===== config.mk =====
export PLATFORM = sky130hd
export DESIGN_NAME = mem_arb_flat
export DESIGN_NICKNAME = d
export VERILOG_FILES = /design/src/rtl/mem_arb_if.sv /design/src/rtl/mem_arb.sv /design/src/flat_wrapper.sv
export SDC_FILE = /design/constraint.sdc
export NUM_CORES = 1
export LEC_CHECK = 0
export CAP_MARGIN = 40
export CELL_PAD_IN_SITES_DETAIL_PLACEMENT = 0
export CELL_PAD_IN_SITES_GLOBAL_PLACEMENT = 1
export CORE_ASPECT_RATIO = 0.6
export CORE_MARGIN = 2
export CORE_UTILIZATION = 31
export DETAILED_ROUTE_END_ITERATION = 10
export GPL_TIMING_DRIVEN = 0
export HOLD_SLACK_MARGIN = 0.08
export PLACE_DENSITY = 0.86
export SLEW_MARGIN = 30
export SYNTH_ARGS = -nofsm -noshare
export SYNTH_HDL_FRONTEND = slang
export SYNTH_SLANG_ARGS = --single-unit

===== constraint.sdc =====
create_clock -name clk_i -period 6.5 [get_ports clk_i]
set_input_delay 1.95 -clock clk_i [delete_from_list [all_inputs] [get_ports clk_i]]
set_output_delay 1.95 -clock clk_i [all_outputs]
set_load 0.005 [all_outputs]

===== src/rtl/mem_arb_if.sv =====
// Bus bundle for mem_arb: the fetch and data requester handshakes plus the shared memory port.
// The slave modport is the arbiter's view; master is the view of whatever surrounds it.
interface mem_arb_if #(
    parameter int ADDR_W = 32,
    parameter int DATA_W = 32
);
    logic              if_req_i;
    logic [ADDR_W-1:0] if_addr_i;
    logic              if_gnt_o;
    logic              if_rvalid_o;
    logic [DATA_W-1:0] if_rdata_o;
    logic              if_err_o;

    logic              d_req_i;
    logic              d_we_i;
    logic [ADDR_W-1:0] d_addr_i;
    logic [DATA_W-1:0] d_wdata_i;
    logic              d_gnt_o;
    logic              d_rvalid_o;
    logic [DATA_W-1:0] d_rdata_o;
    logic              d_err_o;

    logic              mem_req_o;
    logic              mem_we_o;
    logic [ADDR_W-1:0] mem_addr_o;
    logic [DATA_W-1:0] mem_wdata_o;
    logic              mem_gnt_i;
    logic              mem_rvalid_i;
    logic [DATA_W-1:0] mem_rdata_i;

    modport slave (
        input  if_req_i, if_addr_i,
        input  d_req_i, d_we_i, d_addr_i, d_wdata_i,
        input  mem_gnt_i, mem_rvalid_i, mem_rdata_i,
        output if_gnt_o, if_rvalid_o, if_rdata_o, if_err_o,
        output d_gnt_o, d_rvalid_o, d_rdata_o, d_err_o,
        output mem_req_o, mem_we_o, mem_addr_o, mem_wdata_o
    );

    modport master (
        output if_req_i, if_addr_i,
        output d_req_i, d_we_i, d_addr_i, d_wdata_i,
        output mem_gnt_i, mem_rvalid_i, mem_rdata_i,
        input  if_gnt_o, if_rvalid_o, if_rdata_o, if_err_o,
        input  d_gnt_o, d_rvalid_o, d_rdata_o, d_err_o,
        input  mem_req_o, mem_we_o, mem_addr_o, mem_wdata_o
    );
endinterface


===== src/rtl/mem_arb.sv =====
// Round-robin arbiter sharing one memory port between instruction fetch and data access,
// one transaction in flight, with a watchdog that forces an error response on a stalled memory.
module mem_arb #(
    parameter int ADDR_W  = 32,
    parameter int DATA_W  = 32,
    parameter int TIMEOUT = 255
) (
    input  logic       clk_i,
    input  logic       reset_i,
    mem_arb_if.slave   bus
);

    typedef enum logic [1:0] {
        IDLE = 2'd0,
        REQ  = 2'd1,
        RESP = 2'd2
    } state_t;

    localparam int             TW    = (TIMEOUT > 2) ? $clog2(TIMEOUT) : 1;
    localparam logic [TW-1:0]  TLAST = TW'((TIMEOUT > 0) ? TIMEOUT - 1 : 0);

    state_t             r_state;
    logic               r_ownerD;
    logic               r_lastD;
    logic [TW-1:0]      r_timer;

    logic               r_memReq;
    logic               r_memWe;
    logic [ADDR_W-1:0]  r_memAddr;
    logic [DATA_W-1:0]  r_memWdata;

    logic               r_ifGnt;
    logic               r_ifRvalid;
    logic               r_ifErr;
    logic [DATA_W-1:0]  r_ifRdata;
    logic               r_dGnt;
    logic               r_dRvalid;
    logic               r_dErr;
    logic [DATA_W-1:0]  r_dRdata;

    logic               w_pickD;
    logic               w_timeout;
    logic               w_done;
    logic               w_err;

    // On a tie the port that did not own the bus last time wins
    assign w_pickD   = bus.d_req_i && (!bus.if_req_i || !r_lastD);
    assign w_timeout = (TIMEOUT != 0) && (r_timer == TLAST);

    // A real response in RESP beats a watchdog expiry landing in the same cycle
    always_comb begin
        w_done = 1'b0;
        w_err  = 1'b0;
        if (r_state == RESP && bus.mem_rvalid_i) begin
            w_done = 1'b1;
        end else if (r_state != IDLE && w_timeout) begin
            w_done = 1'b1;
            w_err  = 1'b1;
        end
    end

    always_ff @(posedge clk_i or posedge reset_i) begin
        if (reset_i) begin
            r_state    <= IDLE;
            r_ownerD   <= 1'b0;
            r_lastD    <= 1'b1;
            r_timer    <= '0;
            r_memReq   <= 1'b0;
            r_memWe    <= 1'b0;
            r_memAddr  <= '0;
            r_memWdata <= '0;
            r_ifGnt    <= 1'b0;
            r_ifRvalid <= 1'b0;
            r_ifErr    <= 1'b0;
            r_ifRdata  <= '0;
            r_dGnt     <= 1'b0;
            r_dRvalid  <= 1'b0;
            r_dErr     <= 1'b0;
            r_dRdata   <= '0;
        end else begin
            r_ifGnt    <= 1'b0;
            r_dGnt     <= 1'b0;
            r_ifRvalid <= 1'b0;
            r_dRvalid  <= 1'b0;
            r_ifErr    <= 1'b0;
            r_dErr     <= 1'b0;

            case (r_state)
                IDLE: begin
                    if (bus.if_req_i || bus.d_req_i) begin
                        r_state  <= REQ;
                        r_memReq <= 1'b1;
                        r_timer  <= '0;
                        r_ownerD <= w_pickD;
                        r_lastD  <= w_pickD;
                        if (w_pickD) begin
                            r_dGnt     <= 1'b1;
                            r_memWe    <= bus.d_we_i;
                            r_memAddr  <= bus.d_addr_i;
                            r_memWdata <= bus.d_wdata_i;
                        end else begin
                            r_ifGnt    <= 1'b1;
                            r_memWe    <= 1'b0;
                            r_memAddr  <= bus.if_addr_i;
                            r_memWdata <= '0;
                        end
                    end
                end

                REQ, RESP: begin
                    r_timer <= r_timer + 1'b1;
                    if (w_done) begin
                        r_state  <= IDLE;
                        r_memReq <= 1'b0;
                        // Error responses zero the data; write acks leave the last read data intact
                        if (r_ownerD) begin
                            r_dRvalid <= 1'b1;
                            r_dErr    <= w_err;
                            if (w_err) begin
                                r_dRdata <= '0;
                            end else if (!r_memWe) begin
                                r_dRdata <= bus.mem_rdata_i;
                            end
                        end else begin
                            r_ifRvalid <= 1'b1;
                            r_ifErr    <= w_err;
                            if (w_err) begin
                                r_ifRdata <= '0;
                            end else begin
                                r_ifRdata <= bus.mem_rdata_i;
                            end
                        end
                    end else if (r_state == REQ && bus.mem_gnt_i) begin
                        r_state  <= RESP;
                        r_memReq <= 1'b0;
                    end
                end

                default: begin
                    r_state  <= IDLE;
                    r_memReq <= 1'b0;
                end
            endcase
        end
    end

    assign bus.if_gnt_o    = r_ifGnt;
    assign bus.if_rvalid_o = r_ifRvalid;
    assign bus.if_rdata_o  = r_ifRdata;
    assign bus.if_err_o    = r_ifErr;
    assign bus.d_gnt_o     = r_dGnt;
    assign bus.d_rvalid_o  = r_dRvalid;
    assign bus.d_rdata_o   = r_dRdata;
    assign bus.d_err_o     = r_dErr;
    assign bus.mem_req_o   = r_memReq;
    assign bus.mem_we_o    = r_memWe;
    assign bus.mem_addr_o  = r_memAddr;
    assign bus.mem_wdata_o = r_memWdata;

endmodule


===== src/flat_wrapper.sv =====
// flat-port wrapper written by rule: the top's interface ports become plain ports
module mem_arb_flat 
#(
    parameter int ADDR_W  = 32,
    parameter int DATA_W  = 32,
    parameter int TIMEOUT = 255
)
  (clk_i, reset_i, bus_if_req_i, bus_if_addr_i, bus_d_req_i, bus_d_we_i, bus_d_addr_i, bus_d_wdata_i, bus_mem_gnt_i, bus_mem_rvalid_i, bus_mem_rdata_i, bus_if_gnt_o, bus_if_rvalid_o, bus_if_rdata_o, bus_if_err_o, bus_d_gnt_o, bus_d_rvalid_o, bus_d_rdata_o, bus_d_err_o, bus_mem_req_o, bus_mem_we_o, bus_mem_addr_o, bus_mem_wdata_o);
  mem_arb_if #(.ADDR_W(ADDR_W), .DATA_W(DATA_W)) bus_i ();
  input  logic clk_i;
  input  logic reset_i;
  input wire logic [$bits(bus_i.if_req_i)-1:0] bus_if_req_i;
  input wire logic [$bits(bus_i.if_addr_i)-1:0] bus_if_addr_i;
  input wire logic [$bits(bus_i.d_req_i)-1:0] bus_d_req_i;
  input wire logic [$bits(bus_i.d_we_i)-1:0] bus_d_we_i;
  input wire logic [$bits(bus_i.d_addr_i)-1:0] bus_d_addr_i;
  input wire logic [$bits(bus_i.d_wdata_i)-1:0] bus_d_wdata_i;
  input wire logic [$bits(bus_i.mem_gnt_i)-1:0] bus_mem_gnt_i;
  input wire logic [$bits(bus_i.mem_rvalid_i)-1:0] bus_mem_rvalid_i;
  input wire logic [$bits(bus_i.mem_rdata_i)-1:0] bus_mem_rdata_i;
  output wire logic [$bits(bus_i.if_gnt_o)-1:0] bus_if_gnt_o;
  output wire logic [$bits(bus_i.if_rvalid_o)-1:0] bus_if_rvalid_o;
  output wire logic [$bits(bus_i.if_rdata_o)-1:0] bus_if_rdata_o;
  output wire logic [$bits(bus_i.if_err_o)-1:0] bus_if_err_o;
  output wire logic [$bits(bus_i.d_gnt_o)-1:0] bus_d_gnt_o;
  output wire logic [$bits(bus_i.d_rvalid_o)-1:0] bus_d_rvalid_o;
  output wire logic [$bits(bus_i.d_rdata_o)-1:0] bus_d_rdata_o;
  output wire logic [$bits(bus_i.d_err_o)-1:0] bus_d_err_o;
  output wire logic [$bits(bus_i.mem_req_o)-1:0] bus_mem_req_o;
  output wire logic [$bits(bus_i.mem_we_o)-1:0] bus_mem_we_o;
  output wire logic [$bits(bus_i.mem_addr_o)-1:0] bus_mem_addr_o;
  output wire logic [$bits(bus_i.mem_wdata_o)-1:0] bus_mem_wdata_o;
  assign bus_i.if_req_i = bus_if_req_i;
  assign bus_i.if_addr_i = bus_if_addr_i;
  assign bus_i.d_req_i = bus_d_req_i;
  assign bus_i.d_we_i = bus_d_we_i;
  assign bus_i.d_addr_i = bus_d_addr_i;
  assign bus_i.d_wdata_i = bus_d_wdata_i;
  assign bus_i.mem_gnt_i = bus_mem_gnt_i;
  assign bus_i.mem_rvalid_i = bus_mem_rvalid_i;
  assign bus_i.mem_rdata_i = bus_mem_rdata_i;
  assign bus_if_gnt_o = bus_i.if_gnt_o;
  assign bus_if_rvalid_o = bus_i.if_rvalid_o;
  assign bus_if_rdata_o = bus_i.if_rdata_o;
  assign bus_if_err_o = bus_i.if_err_o;
  assign bus_d_gnt_o = bus_i.d_gnt_o;
  assign bus_d_rvalid_o = bus_i.d_rvalid_o;
  assign bus_d_rdata_o = bus_i.d_rdata_o;
  assign bus_d_err_o = bus_i.d_err_o;
  assign bus_mem_req_o = bus_i.mem_req_o;
  assign bus_mem_we_o = bus_i.mem_we_o;
  assign bus_mem_addr_o = bus_i.mem_addr_o;
  assign bus_mem_wdata_o = bus_i.mem_wdata_o;
  mem_arb #(.ADDR_W(ADDR_W), .DATA_W(DATA_W), .TIMEOUT(TIMEOUT)) u_core (.clk_i(clk_i), .reset_i(reset_i), .bus(bus_i));
endmodule

==> flow_metrics.tcl <==
set metrics [dict create \
    status "finished clean" \
    ys.warnings.count 0 \
    routed.top_layer "met4" \
    rows 38 \
    via_per_inst 4.96 \
    place_hpwl_um 13600 \
    cp-end-kind "flip-flop" \
    clk_latency_ps 420 \
    layout-drive-gt1-share 0.0847 \
    multi_input_area_sq_um 1660 \
    hold_viol_final 0 \
    arrival_ps 3920 \
    remaining_drc_errors 0 \
    p_sw_mw 1.36 \
    cts_buffers 17 \
    power.leakage_nw 4.25 \
    start_util 0.315 \
    post_cts_resized 0 \
    fin_util 0.515 \
    timing.max_cap.violations 0 \
    placed_cell_area_sq_um 8720 \
    r2r-end "u_core.bus.d_rdata_o[9]" \
    ioPinCount 271 \
    grt_first_pass_wirelength_um 27400 \
    power_mw 4.30 \
    syn_inst 417 \
    clock_skew_ps 9.41 \
    netlist-cell-type-count 39 \
    finalCritPeriodShare 0.548 \
    syn_area_per_cell_sq_um 13.6 \
    clock_path_buffers 2 \
    yosysSeqAreaShare 0.648 \
    p_comb_frac 0.416 \
    worstHoldPathCells 1 \
    path_class "in -> reg" \
    rr_startpoint "u_core.r_state[0]" \
    netlist_area_sq_um 5680 \
    p_seq_frac 0.368 \
    slew_headroom 0.514 \
    swShare 0.316 \
    final-seq-area_sq_um 3680 \
    place_congestion 0.829 \
    critPathLaunchType "input pin" \
    die_w_um 179 \
    clkPwrFrac 0.217 \
    ir_drop_v 0.000201 \
    grt_pass1_vias 5070 \
    cts_tree "built" \
    setup_viol 0 \
    holdPathEnd "u_core.bus.d_rdata_o[28]" \
    pre_cts_ws_ps 2440 \
    period_minus_slack_ps 3560 \
    cts_root_buf "clkbuf_16" \
    antenna_left 0 \
    antennaDiodeCount 0 \
    core_sq_um 18000 \
    syn2layout_area_growth_pct 63.4 \
    wl_met2_um 8600 \
    min_from "u_core.bus.d_rdata_o[28]" \
    grt_overflow_total 0 \
    io_buffers 270 \
    internal-power_mw 2.94 \
    fin_area_sq_um 9290 \
    die_y_um 109 \
    htreeDepth 4 \
    cts_setup_buffers 0 \
    vias 4760 \
    layout.nets 848 \
    met3WireLength_um 1220 \
    powerDensity_nw_per_um2 463 \
    rsz0062_at_grt "no" \
    drt-met1-wl_um 7870 \
    cts.reportedPaths.clkPinSlew_ps 70 \
    rrSetupSlack_ps 4200 \
    reg2reg_depth 6 \
    wl_per_cell_um 18.7 \
    wl_um 17900 \
    min_path_type "reg -> reg" \
    final_max_slew_viol_count 0 \
    grt_max_degree 91 \
    finalWorstSetupSlack_ps 2940 \
    fmax_mhz 281 \
    drt_pass1_iterations 5 \
    worst-path-max-fanout 10 \
    grtUsageTotal 0.184 \
    tightestPinTransition_ps 729 \
    fill_cells 1556 \
    drt_iter0_markers 376 \
    cts_hold_buf 0 \
    fin_hold_ws_ps 501 \
    synth_seq_cells 147 \
    antenna_found_initial 0 \
    die_area_sq_um 19500 \
    clock_sinks 147 \
    synth_nets 558 \
    required_ps 6850 \
]
[metal layers]
layer | vias to the layer above | track usage
met5 | - | 0
met1 | 2385 | 0.240
met4 | 0 | 0.0505
met2 | 175 | 0.300
met3 | 20 | 0.0561
li1 | 2180 | -
[metrics by stage]
step / instances / TNS, ps
3_5_place_dp: 928 / 0
2_1_floorplan: 417 / 0
4_1_cts: 960 / 0
5_1_grt: 960 / 0
6_report: 960 / 0
3_3_place_gp: 927 / -166380
[synthesized netlist by cell type (all sizes together)]
library cell  count  area [sq um]
dfrtp           146          3650
a21o              2          15.0
nand4b            1          15.0
nand2b            2          15.0
a22o             97           850
a222oi           32           320
nand2            12          45.0
nor3b             2          25.0
nor4              1          6.26
or2               1          6.26
mux2i             1          10.0
ha                6          75.1
buf              19           149
nand4             1          21.3
a31oi             3          18.8
o21ai            10          61.3
o31ai             4          30.0
a311o             1          10.0
nand3             4          20.0
dfstp             1          26.3
inv              39           146
a21oi             2          10.0
and2              1          6.26
nor2b             1          6.26
and4              1          8.76
clkbuf           12          45.0
nor2              8          30.0
o2bb2ai           2          17.5
and3              1          6.26
nor3              2          15.0
o21bai            2          18.8
[power groups by stage]
| stage | Sequential, mW | Combinational (mW) | Clock [mW] |
|---|---|---|---|
| detailed placement | 1.59 | 1.81 | 0 |
| global placement | 1.57 | 1.76 | 0 |
| CTS | 1.58 | 1.82 | 0.950 |
| floorplan | 1.58 | 0.678 | 0 |
| finish | 1.58 | 1.79 | 0.931 |
| global route | 1.62 | 1.94 | 0.999 |
[sequential cells by signal, summed over array words and instances (netlist names), 2 cells and up]
| register | count |
|---|---|
| u_core.bus.mem_wdata_o | 32 |
| u_core.bus.if_rdata_o | 32 |
| u_core.r_state | 2 |
| u_core.bus.mem_addr_o | 32 |
| u_core.bus.d_rdata_o | 32 |
| u_core.r_timer | 8 |
[worst max-delay path: stages]
cell and delay, ps:
clkdlybuf4s50_1 480, o21ai_1 490, buf_2 370, buf_1 390, a22o_1 220
[logic make-up (layout without fill, tap and decap cells)]
logic type      after synthesis  in the layout  share of synthesized area
compound gates              155            155                      0.238
flops                       147            147                      0.648
buf+inv                      70            373                     0.0599
simple gates                 38             38                     0.0399
fa+ha+maj                     6              6                     0.0132
mux                           1              1                    0.00176
[worst max-delay path by stage]
stage	start	end	slack (ps)	depth (start not counted)
3_5_place_dp	bus_if_req_i	u_core.bus.mem_wdata_o[12]	2440	5
6_report	bus_if_req_i	u_core.bus.mem_wdata_o[12]	2940	5
4_1_cts	bus_if_req_i	u_core.bus.mem_wdata_o[12]	2880	5
3_3_place_gp	reset_i	u_core.bus.if_rdata_o[28]	-1160	2
2_1_floorplan	reset_i	u_core.bus.d_err_o	600	1
5_1_grt	bus_if_req_i	u_core.bus.mem_wdata_o[11]	2780	5
[layout by cell type (no fill, tap or decap), types with 2 or more instances in the layout]
cell,synthesis,final
nor2_1,8,8
clkinv_4,0,4
clkbuf_16,0,17
a21o_1,2,2
o21ai_0,8,8
a222oi_1,32,32
inv_8,0,3
clkdlybuf4s50_1,0,270
a22o_1,97,97
nor3b_2,2,2
ha_1,6,6
o2bb2ai_1,2,2
inv_1,39,38
a31oi_1,3,3
buf_6,4,4
dfrtp_1,146,146
nand2_1,12,12
nand3_1,4,4
a21oi_1,2,2
buf_2,11,11
inv_6,0,6
buf_8,3,3
o31ai_1,4,4
clkbuf_1,12,12
[layout make-up]
type / instances / area share
flip-flops and latches: 147 / 0.396
inverters: 39 / 0.0166
plain buffers: 31 / 0.0209
repair buffers: 271 / 0.294
well taps: 240 / 0.0323
clock buffers: 17 / 0.0458
multi-input cells: 200 / 0.179
clock inverters: 15 / 0.0150
(Power assumes the default switching activity.)
